**src/rtl/ctrl_rx_pkg.sv**
```systemverilog
// Shared definitions for the system controller: command codes, operand
// addresses and the RX decoder state encoding.
package ctrl_rx_pkg;

    localparam logic [7:0] CMD_RF_WR   = 8'hAA;
    localparam logic [7:0] CMD_RF_RD   = 8'hBB;
    localparam logic [7:0] CMD_ALU_OP  = 8'hCC;
    localparam logic [7:0] CMD_ALU_NOP = 8'hDD;

    localparam int OPA_ADDR = 0;
    localparam int OPB_ADDR = 1;

    typedef enum logic [3:0] {
        IDLE     = 4'd0,
        WR_ADDR  = 4'd1,
        WR_DATA  = 4'd2,
        RD_ADDR  = 4'd3,
        RD_WAIT  = 4'd4,
        OPA      = 4'd5,
        OPB      = 4'd6,
        FUN      = 4'd7,
        ALU_WAIT = 4'd8
    } ctrl_rx_state_e;

    function automatic logic is_alu_phase(input ctrl_rx_state_e s);
        return (s == FUN) || (s == ALU_WAIT);
    endfunction

endpackage

```
**src/rtl/ctrl_rx_timer.sv**
```systemverilog
// Wait-state watchdog: cleared on entry to a wait state, counts while waiting,
// flags the last permitted cycle.
module ctrl_rx_timer #(
    parameter int TIMEOUT = 255
) (
    input  logic CLK,
    input  logic RST,
    input  logic clr_i,
    input  logic inc_i,
    output logic expire_o
);

    localparam int CNT_W = (TIMEOUT < 2) ? 1 : $clog2(TIMEOUT + 1);
    // Expire on the cycle whose edge would bring the count to TIMEOUT.
    localparam logic [CNT_W-1:0] LAST = CNT_W'(TIMEOUT - 1);

    logic [CNT_W-1:0] cnt_q;
    logic [CNT_W-1:0] cnt_d;

    always_comb begin
        cnt_d = cnt_q;
        if (clr_i) begin
            cnt_d = '0;
        end else if (inc_i) begin
            cnt_d = cnt_q + CNT_W'(1);
        end
    end

    always_ff @(posedge CLK or negedge RST) begin
        if (!RST) begin
            cnt_q <= '0;
        end else begin
            cnt_q <= cnt_d;
        end
    end

    assign expire_o = (cnt_q == LAST);

endmodule

```
**src/rtl/ctrl_rx.sv**
```systemverilog
// Receive-side command decoder: turns UART command frames into RF writes/reads
// and ALU operations, and hands read/ALU results to the TX controller.
module ctrl_rx
    import ctrl_rx_pkg::*;
#(
    parameter int WIDTH   = 8,
    parameter int ADDR    = 4,
    parameter int FUN_W   = 4,
    parameter int TIMEOUT = 255
) (
    input  logic                 CLK,
    input  logic                 RST,
    input  logic [WIDTH-1:0]     UART_RX_DATA,
    input  logic                 UART_RX_VLD,
    input  logic [WIDTH-1:0]     RF_RdData,
    input  logic                 RF_RdData_VLD,
    input  logic [2*WIDTH-1:0]   ALU_OUT,
    input  logic                 ALU_OUT_VLD,
    output logic                 RF_WrEn,
    output logic                 RF_RdEn,
    output logic [ADDR-1:0]      RF_Address,
    output logic [WIDTH-1:0]     RF_WrData,
    output logic                 ALU_EN,
    output logic [FUN_W-1:0]     ALU_FUN,
    output logic                 CLK_GATE_EN,
    output logic                 UART_RF_SEND,
    output logic [WIDTH-1:0]     UART_SEND_RF_DATA,
    output logic                 UART_ALU_SEND,
    output logic [2*WIDTH-1:0]   UART_SEND_ALU_DATA
);

    ctrl_rx_state_e state_q, state_d;
    logic [ADDR-1:0]    addr_q, addr_d;
    logic               wren_q, wren_d;
    logic               rden_q, rden_d;
    logic [ADDR-1:0]    rf_addr_q, rf_addr_d;
    logic [WIDTH-1:0]   wrdata_q, wrdata_d;
    logic               alu_en_q, alu_en_d;
    logic [FUN_W-1:0]   alu_fun_q, alu_fun_d;
    logic               gate_q, gate_d;
    logic               rf_send_q, rf_send_d;
    logic [WIDTH-1:0]   rf_data_q, rf_data_d;
    logic               alu_send_q, alu_send_d;
    logic [2*WIDTH-1:0] alu_data_q, alu_data_d;

    logic tmr_clr, tmr_inc, tmr_exp;

    ctrl_rx_timer #(
        .TIMEOUT (TIMEOUT)
    ) u_timer (
        .CLK      (CLK),
        .RST      (RST),
        .clr_i    (tmr_clr),
        .inc_i    (tmr_inc),
        .expire_o (tmr_exp)
    );

    always_comb begin
        state_d    = state_q;
        addr_d     = addr_q;
        wren_d     = 1'b0;
        rden_d     = 1'b0;
        rf_addr_d  = rf_addr_q;
        wrdata_d   = wrdata_q;
        alu_en_d   = 1'b0;
        alu_fun_d  = alu_fun_q;
        rf_send_d  = 1'b0;
        rf_data_d  = rf_data_q;
        alu_send_d = 1'b0;
        alu_data_d = alu_data_q;
        tmr_clr    = 1'b0;
        tmr_inc    = 1'b0;

        case (state_q)
            IDLE: begin
                if (UART_RX_VLD) begin
                    if (UART_RX_DATA == WIDTH'(CMD_RF_WR)) begin
                        state_d = WR_ADDR;
                    end else if (UART_RX_DATA == WIDTH'(CMD_RF_RD)) begin
                        state_d = RD_ADDR;
                    end else if (UART_RX_DATA == WIDTH'(CMD_ALU_OP)) begin
                        state_d = OPA;
                    end else if (UART_RX_DATA == WIDTH'(CMD_ALU_NOP)) begin
                        state_d = FUN;
                    end
                end
            end
            WR_ADDR: begin
                if (UART_RX_VLD) begin
                    addr_d  = UART_RX_DATA[ADDR-1:0];
                    state_d = WR_DATA;
                end
            end
            WR_DATA: begin
                if (UART_RX_VLD) begin
                    wren_d    = 1'b1;
                    rf_addr_d = addr_q;
                    wrdata_d  = UART_RX_DATA;
                    state_d   = IDLE;
                end
            end
            RD_ADDR: begin
                if (UART_RX_VLD) begin
                    rden_d    = 1'b1;
                    rf_addr_d = UART_RX_DATA[ADDR-1:0];
                    tmr_clr   = 1'b1;
                    state_d   = RD_WAIT;
                end
            end
            RD_WAIT: begin
                tmr_inc = 1'b1;
                // A valid strobe on the expiring cycle still gets sent.
                if (RF_RdData_VLD) begin
                    rf_send_d = 1'b1;
                    rf_data_d = RF_RdData;
                    state_d   = IDLE;
                end else if (tmr_exp) begin
                    state_d = IDLE;
                end
            end
            OPA: begin
                if (UART_RX_VLD) begin
                    wren_d    = 1'b1;
                    rf_addr_d = ADDR'(OPA_ADDR);
                    wrdata_d  = UART_RX_DATA;
                    state_d   = OPB;
                end
            end
            OPB: begin
                if (UART_RX_VLD) begin
                    wren_d    = 1'b1;
                    rf_addr_d = ADDR'(OPB_ADDR);
                    wrdata_d  = UART_RX_DATA;
                    state_d   = FUN;
                end
            end
            FUN: begin
                if (UART_RX_VLD) begin
                    alu_en_d  = 1'b1;
                    alu_fun_d = UART_RX_DATA[FUN_W-1:0];
                    tmr_clr   = 1'b1;
                    state_d   = ALU_WAIT;
                end
            end
            ALU_WAIT: begin
                tmr_inc = 1'b1;
                if (ALU_OUT_VLD) begin
                    alu_send_d = 1'b1;
                    alu_data_d = ALU_OUT;
                    state_d    = IDLE;
                end else if (tmr_exp) begin
                    state_d = IDLE;
                end
            end
            default: begin
                state_d = IDLE;
            end
        endcase

        // ALU_EN is only raised on entry to ALU_WAIT, so this covers its cycle too.
        gate_d = is_alu_phase(state_d);
    end

    always_ff @(posedge CLK or negedge RST) begin
        if (!RST) begin
            state_q    <= IDLE;
            addr_q     <= '0;
            wren_q     <= 1'b0;
            rden_q     <= 1'b0;
            rf_addr_q  <= '0;
            wrdata_q   <= '0;
            alu_en_q   <= 1'b0;
            alu_fun_q  <= '0;
            gate_q     <= 1'b0;
            rf_send_q  <= 1'b0;
            rf_data_q  <= '0;
            alu_send_q <= 1'b0;
            alu_data_q <= '0;
        end else begin
            state_q    <= state_d;
            addr_q     <= addr_d;
            wren_q     <= wren_d;
            rden_q     <= rden_d;
            rf_addr_q  <= rf_addr_d;
            wrdata_q   <= wrdata_d;
            alu_en_q   <= alu_en_d;
            alu_fun_q  <= alu_fun_d;
            gate_q     <= gate_d;
            rf_send_q  <= rf_send_d;
            rf_data_q  <= rf_data_d;
            alu_send_q <= alu_send_d;
            alu_data_q <= alu_data_d;
        end
    end

    assign RF_WrEn            = wren_q;
    assign RF_RdEn            = rden_q;
    assign RF_Address         = rf_addr_q;
    assign RF_WrData          = wrdata_q;
    assign ALU_EN             = alu_en_q;
    assign ALU_FUN            = alu_fun_q;
    assign CLK_GATE_EN        = gate_q;
    assign UART_RF_SEND       = rf_send_q;
    assign UART_SEND_RF_DATA  = rf_data_q;
    assign UART_ALU_SEND      = alu_send_q;
    assign UART_SEND_ALU_DATA = alu_data_q;

endmodule

```
**config.mk**
```make
export PLATFORM = sky130hd
export DESIGN_NAME = ctrl_rx
export DESIGN_NICKNAME = d
export VERILOG_FILES = /design/src/rtl/ctrl_rx_pkg.sv /design/src/rtl/ctrl_rx_timer.sv /design/src/rtl/ctrl_rx.sv
export SDC_FILE = /design/constraint.sdc
export NUM_CORES = 1
export LEC_CHECK = 0
export BUFFER_PORTS_ARGS = -buffer_cell sky130_fd_sc_hd__buf_2
export CAP_MARGIN = 25
export CORE_MARGIN = 3
export CORE_UTILIZATION = 53
export CTS_BUF_LIST = sky130_fd_sc_hd__clkbuf_4
export DETAILED_ROUTE_END_ITERATION = 16
export PLACE_DENSITY = 0.82
export SKIP_LAST_GASP = 1
export SYNTH_ARGS = -nofsm -noshare
export SYNTH_HDL_FRONTEND = slang
export SYNTH_SLANG_ARGS = --single-unit
```
**constraint.sdc**
```tcl
create_clock -name CLK -period 1.8 [get_ports CLK]
set_input_delay 0.27 -clock CLK [delete_from_list [all_inputs] [get_ports CLK]]
set_output_delay 0.27 -clock CLK [all_outputs]
set_load 0.1 [all_outputs]
```
==> results.md <==
- Clock share of power: 0.247
- Placed Instances: 377
- Synth Cell Area: 0.002831 mm^2
- Core Area: 0.004942 mm^2
- Synthesized net count: 267
- PortBufs: just over 80
- Vias: 2090
- Clock sinks: 62
- First-pass GRT wire length: 10.28 mm
- Req. time, crit path: 2.08 ns
- Mean post-synth cell area: 12.42 um^2
- RSZ-0062 raised after global routing: no
- IO Pins: 83
- Finished Layout Cells: 394
- Sw Share: 0.4210
- CP Capture Type: flop
- Share of layout cells above drive strength 1: 0.4893
- Die W: 79.09 um
- Critical Path Source Type: flop
- Die H: just under 80 um
- Comb pwr share: 0.325
- CTS tree: done
- Initial DRC count: 167
- Pins Over Slew Limit: 0
- PwrDens: 1098 mW/mm^2
- Clock latency on the worst-skew pair: ~0.4 ns
- H-tree levels: 3
- Post-CTS Setup Inserts: 0
- Number of routed nets with antenna violations: 0
- Register bit total from synthesis: 62
- Max Cap Viol: 0
- Seq/Total Area, Yosys: 0.5479
- Slew @ Worst Pin: 0.4792 ns
- Run status: completed
- Initial core utilization: 0.5729
- Final core occ: 0.7124
- Ant. Diodes: 0
- Final Skew: roughly 0.013 ns
- Relative slew margins: 0.6762
- Final hold violations: 0
- # DRC: 0
- WS Path Type: flop to flop
- Psw: 1627 uW
- Hold WC Path Type: primary input to flop
- DP HPWL: 4.492 mm
- # rows: 25
- Drt first pass iters: 4
- Total CTS buffers: 9
- Drt via density: 5.305
- Die Area: 0.006255 mm^2
- Register Area: around 0.0016 mm^2
- Longest Clk Path Bufs: 2
- Minimum clock period after layout: 1.701 ns
- Layout fillers: roughly 370
- Setup Total Neg Slack: 0 ns
- Largest net degree at the start of global routing: 45
- Setup violators final: 0
- Routed len/inst: 15.32 um
- Fmax: just under 600 MHz
- Arr. time, crit path: roughly 2.0 ns
- Yosys warning count: 0
- Number of global-route vias before repair: approximately 2200
- Root Driver: clkbuf_4
- Initial antenna violation count: 0
- Final period utilization: 0.9451
- Post-synth EDFFs: 0
- Lkg Pwr: 0.001843 uW
- Clock transition at path regs: 0.11 ns
- Synth unique cells: 46
- Total gr overflow: 0
- Global Route Usage Sum: 0.2126
- Peak VDD IR: 0.001055 V
- Ys flop type: dfrtp_1
- Routed WL: 6.036 mm
- Multi-input gate area: 0.001180 mm^2
- Critical path peak fanout: 12
- Fin nets: 361
- Post-synth ARST share: 1.000
- Sequential Power Share: 0.427
- Area grow syn2layout: 24.35%
- Post-synthesis instance total: 228
- P_int: 2238 uW
- Routability cong.: 0.8333
[worst paths after layout]
check	start	slack (ns)	cells after the start	endpoint
worst max-delay path	state_q[2]$_DFF_PN0_	0.1	3	ALU_FUN[3]$_DFFE_PN0P_
worst min-delay path	ALU_OUT[12]	0.09	2	UART_SEND_ALU_DATA[12]$_DFFE_PN0P_
worst max register to register	state_q[2]$_DFF_PN0_	0.1	3	ALU_FUN[3]$_DFFE_PN0P_
worst min register to register	UART_SEND_ALU_DATA[14]$_DFFE_PN0P_	0.51	1	UART_SEND_ALU_DATA[14]$_DFFE_PN0P_
max in group asynchronous	RST	0.87	3	ALU_FUN[1]$_DFFE_PN0P_
min in group asynchronous	RST	0.35	2	RF_Address[0]$_DFFE_PN0P_
[stage by stage]
stage               setup slack [ns]  hold WS [ns]  total power [uW]  area [um^2]
floorplan                     0.2551      -0.02559              2669         2831
finish                       0.09881       0.09221              3865         3521
global route                 0.04151       0.07129              4035         3521
global placement              0.1679        0.2432              2915         3362
detailed placement            0.1409        0.2582              2935         3362
CTS                           0.1220       0.06571              3897         3513
[registers in the layout, indices dropped and copies added (netlist names), 4 cells and up]
| name | cells |
|---|---|
| RF_Address | 4 |
| u_timer.cnt_q | 8 |
| state_q | 4 |
| ALU_FUN | 4 |
| RF_WrData | 8 |
| UART_SEND_RF_DATA | 8 |
| addr_q | 4 |
| UART_SEND_ALU_DATA | 16 |
[routing by layer]
metal,up-vias,share of wire,GRT usage
met4,0,0.013,0.09622
li1,1021,-,-
met1,994,0.43,0.2774
met5,-,0,0
met3,6,0.062,0.04535
met2,69,0.49,0.3418
[worst max-delay path, stage by stage, from the launching register on]
cell,delay (ns)
dfrtp_1,0.59
nor2b_1,0.21
and4_1,0.40
mux2_2,0.38
[cell families (layout without fill, tap and decap cells)]
group	Yosys count	after routing	synth area share
xor+xnor	8	8	0.02740
fa+ha+maj	2	2	0.008836
compound gates	35	35	0.08043
flops	62	62	0.5479
buf+inv	20	119	0.03800
simple gates	61	61	0.1383
mux	40	40	0.1591
[power groups by stage]
stage	logic [uW]	clock network (uW)	registers, uW
2_1_floorplan	248	0	2420
3_3_place_gp	1240	0	1670
3_5_place_dp	1260	0	1680
4_1_cts	1260	984	1650
5_1_grt	1320	1040	1680
6_report	1260	956	1650
[repair_timing]
action / CTS / global route
gates resized for setup: 0 / 1
endpoints found under the hold margin: 18 / 0
endpoints found under the setup margin: 0 / 1
hold buffers: 1 / 0
[area by class of cell]
| type | count | area share |
|---|---|---|
| Clock buffer | 9 | 0.01919 |
| Sequential cell | 62 | 0.4407 |
| Inverter | 5 | 0.005330 |
| Tap cell | 67 | 0.02381 |
| Multi-Input combinational cell | 146 | 0.3351 |
| Clock inverter | 7 | 0.02097 |
| Timing Repair Buffer | 98 | 0.1549 |
[cells in the mapped netlist (all sizes together) (2+ instances only)]
cell	instances	area (um^2)
dfrtp	62	1551
mux2	40	450.4
buf	12	77.57
o21ai	12	60.06
nor2	9	36.29
nand4	8	50.05
xor2	7	68.82
a31oi	6	37.54
nor2b	6	37.54
a21oi	5	28.78
inv	5	18.77
nand2	5	18.77
nand3	5	30.03
nor3	4	20.02
and3	3	18.77
and4	3	26.28
clkbuf	3	11.26
nand2b	3	18.77
a22oi	2	15.01
and2	2	12.51
and3b	2	17.52
and4b	2	20.02
ha	2	25.02
nor3b	2	15.01
nor4bb	2	20.02
or3	2	12.51
[cells in the final DEF, fill, tap and decap left out, drive strengths merged, types with 4 or more instances in the layout]
master,Yosys,final
a31oi,6,6
mux2,40,40
nor2b,6,6
nand2,5,5
nor2,9,9
nand4,8,8
inv,5,6
clkinvlp,0,4
a21oi,5,5
o21ai,12,12
clkbuf,3,9
xor2,7,7
dfrtp,62,62
nor3,4,4
buf,12,97
nand3,5,5
No activity file was read; power rests on OpenSTA's default activity.
